--- src/rtl/data_selector_defs.v ---
// Shared layout and state-encoding definitions for the data_selector family.
// Entry layout (ENTRY_BITS = 11):
//   [0]     origin  : 1 selects the register source, 0 the main-bus source
//   [4:1]   main    : main-bus nibble source index
//   [10:5]  regs    : register nibble source index
// data_selector decodes wSelec with the same field offsets.
`ifndef DATA_SELECTOR_DEFS_V
`define DATA_SELECTOR_DEFS_V
`define DS_ENTRY_BITS 11
`define DS_ORIGIN_BIT 0
`define DS_MAIN_LSB   1
`define DS_MAIN_MSB   4
`define DS_REGS_LSB   5
`define DS_REGS_MSB   10
`define DS_ST_IDLE    1'b0
`define DS_ST_RUN     1'b1
`endif

--- src/rtl/data_selector_ctrl_pkg.sv ---
// Package for data_selector_ctrl: entry field offsets and FSM state type,
// built from the shared data_selector definitions.
`include "data_selector_defs.v"

package data_selector_ctrl_pkg;
  localparam int ORIGIN_BIT = `DS_ORIGIN_BIT;
  localparam int MAIN_LSB   = `DS_MAIN_LSB;
  localparam int REGS_LSB   = `DS_REGS_LSB;

  typedef enum logic {
    ST_IDLE = `DS_ST_IDLE,
    ST_RUN  = `DS_ST_RUN
  } state_t;
endpackage

--- src/rtl/selec_entry_check.sv ---
// Combinational validity check for a configuration write.
// Ports:
//   entry : candidate select entry {regs, main, origin}
//   idx   : target shadow index
//   valid : 1 when idx is in range and the field chosen by origin is in range
// The field not selected by origin is deliberately ignored.
module selec_entry_check
  import data_selector_ctrl_pkg::*;
#(
  parameter int MAIN_INPUTS      = 16,
  parameter int REGS_INPUTS      = 64,
  parameter int SELECTOR_ENTRIES = 16,
  parameter int MAIN_SEL_BITS    = 4,
  parameter int REGS_SEL_BITS    = 6
) (
  input  logic [MAIN_SEL_BITS+REGS_SEL_BITS:0] entry,
  input  logic [4:0]                           idx,
  output logic                                 valid
);
  logic                     origin;
  logic [MAIN_SEL_BITS-1:0] main_f;
  logic [REGS_SEL_BITS-1:0] regs_f;
  logic                     idx_ok;
  logic                     src_ok;

  assign origin = entry[ORIGIN_BIT];
  assign main_f = entry[MAIN_LSB +: MAIN_SEL_BITS];
  assign regs_f = entry[REGS_LSB +: REGS_SEL_BITS];

  // Compare in 32 bits so source counts that do not fit the field width still work.
  assign idx_ok = 32'(idx) < SELECTOR_ENTRIES;
  assign src_ok = origin ? (32'(regs_f) < REGS_INPUTS) : (32'(main_f) < MAIN_INPUTS);
  assign valid  = idx_ok && src_ok;
endmodule

--- src/rtl/data_selector_ctrl.sv ---
// Configuration sequencer for data_selector.
// Holds a shadow and an active select table. The active table drives wSelec;
// the shadow is copied into it only at frame boundaries (any IDLE edge, or the
// edge that ends the last RUN cycle), so a running frame sees one consistent table.
// Ports:
//   clk, rst       : clock, synchronous active-high reset
//   cfg_wr/idx/entry : write an entry into the shadow table (range-checked)
//   cfg_commit     : request shadow->active copy at the next boundary
//   start          : request one frame of FRAME_CYCLES busy cycles
//   wBusy          : high during every RUN cycle
//   wSelec         : active table, entry i at [EW*i +: EW]
//   commit_pending : commit requested but not yet applied
//   frame_done     : pulse in the cycle after a frame's last RUN cycle
//   cfg_err        : pulse in the cycle after a rejected write
module data_selector_ctrl
  import data_selector_ctrl_pkg::*;
#(
  parameter int MAIN_INPUTS      = 16,
  parameter int REGS_INPUTS      = 64,
  parameter int SELECTOR_ENTRIES = 16,
  parameter int MAIN_SEL_BITS    = 4,
  parameter int REGS_SEL_BITS    = 6,
  parameter int FRAME_CYCLES     = 4
) (
  input  logic                                                    clk,
  input  logic                                                    rst,
  input  logic                                                    cfg_wr,
  input  logic [4:0]                                              cfg_idx,
  input  logic [MAIN_SEL_BITS+REGS_SEL_BITS:0]                    cfg_entry,
  input  logic                                                    cfg_commit,
  input  logic                                                    start,
  output logic                                                    wBusy,
  output logic [SELECTOR_ENTRIES*(1+MAIN_SEL_BITS+REGS_SEL_BITS)-1:0] wSelec,
  output logic                                                    commit_pending,
  output logic                                                    frame_done,
  output logic                                                    cfg_err
);
  localparam int EW = 1 + MAIN_SEL_BITS + REGS_SEL_BITS;
  localparam int IW = (SELECTOR_ENTRIES > 1) ? $clog2(SELECTOR_ENTRIES) : 1;
  localparam int CW = (FRAME_CYCLES > 1) ? $clog2(FRAME_CYCLES) : 1;
  localparam logic [CW-1:0] CNT_LAST = CW'(FRAME_CYCLES - 1);

  logic [EW-1:0] shadow [SELECTOR_ENTRIES];
  logic [EW-1:0] active [SELECTOR_ENTRIES];
  state_t        state;
  logic [CW-1:0] cnt;
  logic          wr_ok;
  logic          last_run;
  logic          swap;

  selec_entry_check #(
    .MAIN_INPUTS      (MAIN_INPUTS),
    .REGS_INPUTS      (REGS_INPUTS),
    .SELECTOR_ENTRIES (SELECTOR_ENTRIES),
    .MAIN_SEL_BITS    (MAIN_SEL_BITS),
    .REGS_SEL_BITS    (REGS_SEL_BITS)
  ) u_check (
    .entry (cfg_entry),
    .idx   (cfg_idx),
    .valid (wr_ok)
  );

  assign last_run = (state == ST_RUN) && (cnt == CNT_LAST);
  assign swap     = (state == ST_IDLE) || last_run;

  // Table storage. The swap reads the pre-edge shadow, so a write landing on
  // the same edge waits for a later commit. A commit arriving on the swap
  // edge itself re-arms pending for the next boundary.
  always_ff @(posedge clk) begin
    if (rst) begin
      for (int i = 0; i < SELECTOR_ENTRIES; i++) begin
        shadow[i] <= '0;
        active[i] <= '0;
      end
      commit_pending <= 1'b0;
      cfg_err        <= 1'b0;
    end else begin
      cfg_err <= cfg_wr && !wr_ok;
      if (cfg_wr && wr_ok)
        shadow[cfg_idx[IW-1:0]] <= cfg_entry;
      if (swap && commit_pending) begin
        for (int i = 0; i < SELECTOR_ENTRIES; i++)
          active[i] <= shadow[i];
        commit_pending <= cfg_commit;
      end else if (cfg_commit) begin
        commit_pending <= 1'b1;
      end
    end
  end

  // Frame FSM with registered wBusy / frame_done. A start seen in the last
  // RUN cycle chains straight into the next frame; elsewhere in RUN it is dropped.
  always_ff @(posedge clk) begin
    if (rst) begin
      state      <= ST_IDLE;
      cnt        <= '0;
      wBusy      <= 1'b0;
      frame_done <= 1'b0;
    end else begin
      frame_done <= last_run;
      case (state)
        ST_IDLE: begin
          if (start) begin
            state <= ST_RUN;
            cnt   <= '0;
            wBusy <= 1'b1;
          end
        end
        ST_RUN: begin
          if (cnt == CNT_LAST) begin
            cnt <= '0;
            if (!start) begin
              state <= ST_IDLE;
              wBusy <= 1'b0;
            end
          end else begin
            cnt <= cnt + 1'b1;
          end
        end
        default: begin
          state <= ST_IDLE;
          cnt   <= '0;
          wBusy <= 1'b0;
        end
      endcase
    end
  end

  // wSelec is the active register table laid out flat.
  for (genvar g = 0; g < SELECTOR_ENTRIES; g++) begin : g_sel
    assign wSelec[g*EW +: EW] = active[g];
  end
endmodule
--- config.mk ---
export PLATFORM = sky130hd
export DESIGN_NAME = data_selector_ctrl
export DESIGN_NICKNAME = d
export VERILOG_FILES = /design/src/rtl/data_selector_ctrl_pkg.sv /design/src/rtl/selec_entry_check.sv /design/src/rtl/data_selector_ctrl.sv
export VERILOG_INCLUDE_DIRS = /design/src /design/src/rtl
export SDC_FILE = /design/constraint.sdc
export NUM_CORES = 1
export LEC_CHECK = 0
export BUFFER_PORTS_ARGS = -buffer_cell sky130_fd_sc_hd__buf_2
export CAP_MARGIN = 20
export CORE_AREA = 2 2 231 233
export DETAILED_ROUTE_END_ITERATION = 10
export DIE_AREA = 0 0 233 235
export PLACE_DENSITY = 0.43
export SYNTH_ARGS = -nofsm -noshare
export SYNTH_HDL_FRONTEND = slang
export SYNTH_HIERARCHICAL = 1
export SYNTH_SLANG_ARGS = --single-unit
export TNS_END_PERCENT = 50
--- constraint.sdc ---
create_clock -name clk -period 26.6 [get_ports clk]
set_clock_uncertainty 0.1 [all_clocks]
set_input_delay 5.32 -clock clk [delete_from_list [all_inputs] [get_ports clk]]
set_output_delay 5.32 -clock clk [all_outputs]
set_load 0.05 [all_outputs]
Word-level counts from Yosys, hierarchy flattened
Memories as Yosys holds them, arrays and structs flattened.
Index checks and enable logic that the tools add are counted.
{"block": "classes", "reduce_logical": 9, "addsub": 1, "bitwise_logic": 17, "muxes": 39, "eq_ne": 4, "n_lt_le_gt_ge": 1}
{"cell": "$mux W11", "n": 17}
{"cell": "$mux W1", "n": 16}
{"cell": "$or A1 B1 Y1", "n": 16}
{"cell": "$reduce_or A11 Y1", "n": 1}
{"cell": "$lt A5 B5 Y1 const B", "n": 1}
{"cell": "$logic_and A1 B1 Y1", "n": 4}
{"cell": "$mux W2", "n": 2}
{"cell": "$mux W4", "n": 1}
{"cell": "$ne A2 B2 Y1 const B", "n": 2}
{"cell": "$pmux W1 S2", "n": 2}
{"cell": "$pmux W2 S2", "n": 1}
{"cell": "$reduce_and A3 Y1", "n": 1}
{"cell": "$add A2 B1 Y2 const B", "n": 1}
{"cell": "$eq A2 B2 Y1 const B", "n": 1}
{"cell": "$ne A2 B1 Y1 const B", "n": 1}
{"cell": "$reduce_bool A2 Y1", "n": 1}
{"cell": "$logic_not A1 Y1", "n": 1}
{"cell": "$logic_or A1 B1 Y1", "n": 1}
{"cell": "$not A1 Y1", "n": 1}
{"block": "word_totals", "out_inout_bits": 180, "input_bits": 21, "mem_count": 2, "ramBits": 352, "regBits": 7}
{"name": "active", "words": 16, "width": 11, "read_ports": 16, "rd_ports_with_merged_regs": 0, "wr": 16, "line_no": "data_selector_ctrl.sv:44", "text": "logic [EW-1:0] active [SELECTOR_ENTRIES];"}
{"name": "shadow", "words": 16, "width": 11, "read_ports": 16, "rd_ports_with_merged_regs": 0, "wr": 16, "line_no": "data_selector_ctrl.sv:43", "text": "logic [EW-1:0] shadow [SELECTOR_ENTRIES];"}

Longest topological paths before layout
{"block": "logic_depth", "word_depth": 8, "depth_mapped": 6}

Cells and area by module
The synthesis kept the hierarchy.
{"module": "data_selector_ctrl", "instances": 1, "area_per_inst_um2": 14487.6, "cells_each": 900}
{"module": "selec_entry_check", "instances": 1, "area_per_inst_um2": 3.8, "cells_each": 1}

Worst setup path before layout
Ideal clock, no wire load.
{"block": "synth_path", "path_type": "reg2reg", "from": "register commit_pending", "to": "memory active[0][0] (netlist name) (enable)", "path_stages_with_launch": 5, "required_ps": 25545, "setup_ps": 955, "path_slack_ps": 12122, "arrival_ps": 13423, "cell_sequence": "dfxtp_1 -> inv_1 -> clkbuf_1 -> buf_2 -> o21ai_0"}
{"element": "start, declared", "line_no": "data_selector_ctrl.sv:34", "text": "output logic commit_pending,"}
{"element": "start signal, assigned", "line_no": "data_selector_ctrl.sv:84", "text": "commit_pending <= cfg_commit;"}
{"element": "end, declared", "line_no": "data_selector_ctrl.sv:44"}

==> impl_metrics.toml <==
[cells_and_area]
nets = 1092
fill_cells = 5129
drive_above_1_share_pct = 32.1
fin_area_sq_um = 17300
area_delta_synth_final_pct = 19.3
diodes = 0

[floorplan]
start_util_pct = 27.7
die_area_sq_um = 54800
core.rowCount = 84
fp.dieH_um = 235
fp.dieW_um = 233
io_pins = 201
core-area_sq_um = 52200

[critical_path]
crit_family = "buffers and inverters"
max_stage_delay_ns = 0.88
r2r_cells = 4
cp_cell_sequence = "buf_6 -> nand4b_4 -> buf_4 -> o21ai_1"
critical_path_class = "in -> reg"
cpMaxStageDelayCell = "o21ai_1"
cp.arrival_ns = 8.00
cp_num_buf_inv = 2
worstPathRequired_ns = 26.65
startpoint_type = "input pin"
critical_path_depth = 4
crit_fanout = 94
end_kind = "flop"

[logic_synthesis]
syn_inst = 901
yosysSeqAreaShare_pct = 73.9
synth_top_cell_by_area = "edfxtp_1"
async_flop_share_pct = 0
synth_area_leaders = "edfxtp_1, nor4b_1, nor3_1, nor2b_1, nor3_2"
synth_seq_cells = 359
syn-num-nets = 924
avgSynthCellArea_sq_um = 16.1
yosys-top-cells-count = "edfxtp_1, nor3_1, nor4b_1, nor2b_1, clkbuf_1"
post-synth-top-count-cell = "edfxtp_1"
synth.distinct_cells = 32
yosys.area.top_type_share_pct = 72.9
yosys_most_used_dff = "edfxtp_1"
synth_edf_count = 352
ys_warn_count = 6
syn_area_sq_um = 14500

[sta]
worst-slew-pin-transition_ns = 1.10
fin_crit_sh_pct = 29.9
grt_setup_unrepaired = "false"
hold_viol_final = 0
period_needed_ns = 7.94
finalMaxSlewViolations = 0
fin_tns_setup_ns = 0
finalSetupViolCount = 0
timing.fmax_mhz = 126
relSlewSlack_pct = 26.5

[grt]
first_global_vias = 8401
antenna_found_initial = 0
grt_max_degree = 95
grt_pass1_wl_um = 57400
grt_use_total_pct = 14.1
overflow = 0

[routing]
num_vias = 8225
ant_nets = 0
first_iter_violations = 572
via_per_inst = 4.61
postRouteWirelength_um = 39000
dr.pass1.iters = 5
wl_per_cell_um = 21.9
drcViolationCount = 0

[run]
maxCapViolations = 0

[placed_design]
gp_congestion = 0.721
hpwl_um = 24300
place_area_sq_um = 16100
place.port_buffers = 200

[clock_tree]
cts.sinks = 359
cts_setup_buffers = 0
ctsLongestPathBuffers = 3
clkTransAtPathRegs_ns = 0.06
cts_tree = "done"
worst_skew_pair.late_latency_ns = 0.53
cts_resized = 0
htree_levels = 2
ctsHoldBuffers = 0
cts_root_buf = "clkbuf_16"
cts_inserted_buffers = 39

[pwr]
powerDensity_nw_per_um2 = 78.0
p_leak_uw = 0.00573
ir_drop_mv = 0.0426

[run_status]
status = "complete, no violations"

[worst_hold_path]
hp-class = "reg -> reg"
whs_path_depth = 1
==> final cells by class <==
cell class / instances / area [sq um] / share of cell area, %
Sequential cell: 359 / 10700 / 62.0
Tap cell: 688 / 861 / 4.98
Timing Repair Buffer: 224 / 1200 / 6.96
Multi-Input combinational cell: 440 / 3270 / 18.9
Clock inverter: 18 / 154 / 0.891
Inverter: 5 / 21.3 / 0.123
Clock buffer: 50 / 1060 / 6.13
==> worst register-to-register path, delay by kind of cell (launching register included) <==
| kind | cells | cell delay [ns] |
|---|---|---|
| adders and majority gates | 1 | 0.26 |
| DFF | 1 | 0.33 |
| buffers and inverters | 1 | 0.96 |
| and+or+nand+nor | 2 | 0.92 |
==> power by group <==
group          internal [uW]  switching (uW)  total (uW)  leakage, uW
Combinational           28.1             126         154      0.00155
Clock                    309             214         523     0.000596
Sequential               659            12.5         671      0.00359
==> sequential cells by signal (all words and copies together), names as in the netlist <==
name and cells:
cnt 2, cfg_err 1, wBusy 1, commit_pending 1, shadow 176, active 176, frame_done 1, state 1
==> cell families after synthesis <==
logic type,count (synthesis),synth area share [%]
AND/OR/NAND/NOR,416,21.2
AO/OA/AOI/OAI,22,0.924
flip-flops,359,73.9
adder cells (fa/ha/maj),2,0.173
buffers and inverters,102,3.75
==> cell usage in the layout, fill, tap and decap left out <==
| master | n |
|---|---|
| buf_6 | 1 |
| nand4b_4 | 1 |
| nor3_2 | 40 |
| edfxtp_1 | 352 |
| ha_1 | 2 |
| o221a_2 | 1 |
| nor3b_1 | 1 |
| dfxtp_1 | 7 |
| nand2_1 | 2 |
| or3b_2 | 7 |
| nor4b_2 | 22 |
| inv_1 | 3 |
| nand3_1 | 12 |
| and3_1 | 1 |
| inv_2 | 1 |
| a21oi_1 | 3 |
| nor2b_1 | 68 |
| o21ai_0 | 10 |
| nand3b_1 | 26 |
| clkbuf_16 | 41 |
| clkinv_2 | 6 |
| o41ai_2 | 2 |
| nor4b_1 | 88 |
| bufinv_16 | 3 |
| buf_2 | 198 |
| buf_4 | 24 |
| nor2b_4 | 1 |
| clkbuf_1 | 9 |
| nand4bb_4 | 1 |
| buf_12 | 1 |
| o21a_1 | 1 |
| o21ai_1 | 4 |
| inv_4 | 1 |
| clkinv_1 | 9 |
| o21ai_4 | 1 |
| or3b_1 | 9 |
| or3_1 | 1 |
| nor3_1 | 136 |
==> stage by stage <==
stage / setup slack, ns / hold WS, ns / utilization (%) / std cells / total power (uW)
after global placement: 18.01 / 0.417 / 30.7 / 1713 / 839
after global routing: 18.46 / 0.446 / 33.1 / 1784 / 1400
final: 18.66 / 0.432 / 33.1 / 1784 / 1350
after CTS: 18.47 / 0.434 / 33.1 / 1782 / 1370
after detailed placement: 17.89 / 0.420 / 30.7 / 1714 / 839
after floorplan: 12.12 / 0.409 / - / 901 / 801
==> worst paths after layout <==
check	startpoint	to	slack (ns)
setup / recovery	rst	shadow[7][2]$_SDFFCE_PN0P_	18.66
setup reg to reg	cnt[0]$_SDFFE_PP0P_	active[0][77]$_SDFFCE_PN0P_	23.71
hold reg to reg	shadow[15][5]$_SDFFCE_PN0P_	active[1][82]$_SDFFCE_PP0P_	0.43
hold / removal	shadow[15][5]$_SDFFCE_PN0P_	active[1][82]$_SDFFCE_PP0P_	0.43
==> routing by layer <==
| metal | vias to the layer above | part of all wire [%] | GRT usage (%) |
|---|---|---|---|
| li1 | 3835 | - | - |
| met1 | 4131 | 45 | 19.4 |
| met2 | 220 | 48 | 22.4 |
| met3 | 39 | 5.5 | 3.28 |
| met4 | 0 | 1.5 | 3.32 |
| met5 | - | 0 | 0 |
(Power assumes the default switching activity.)
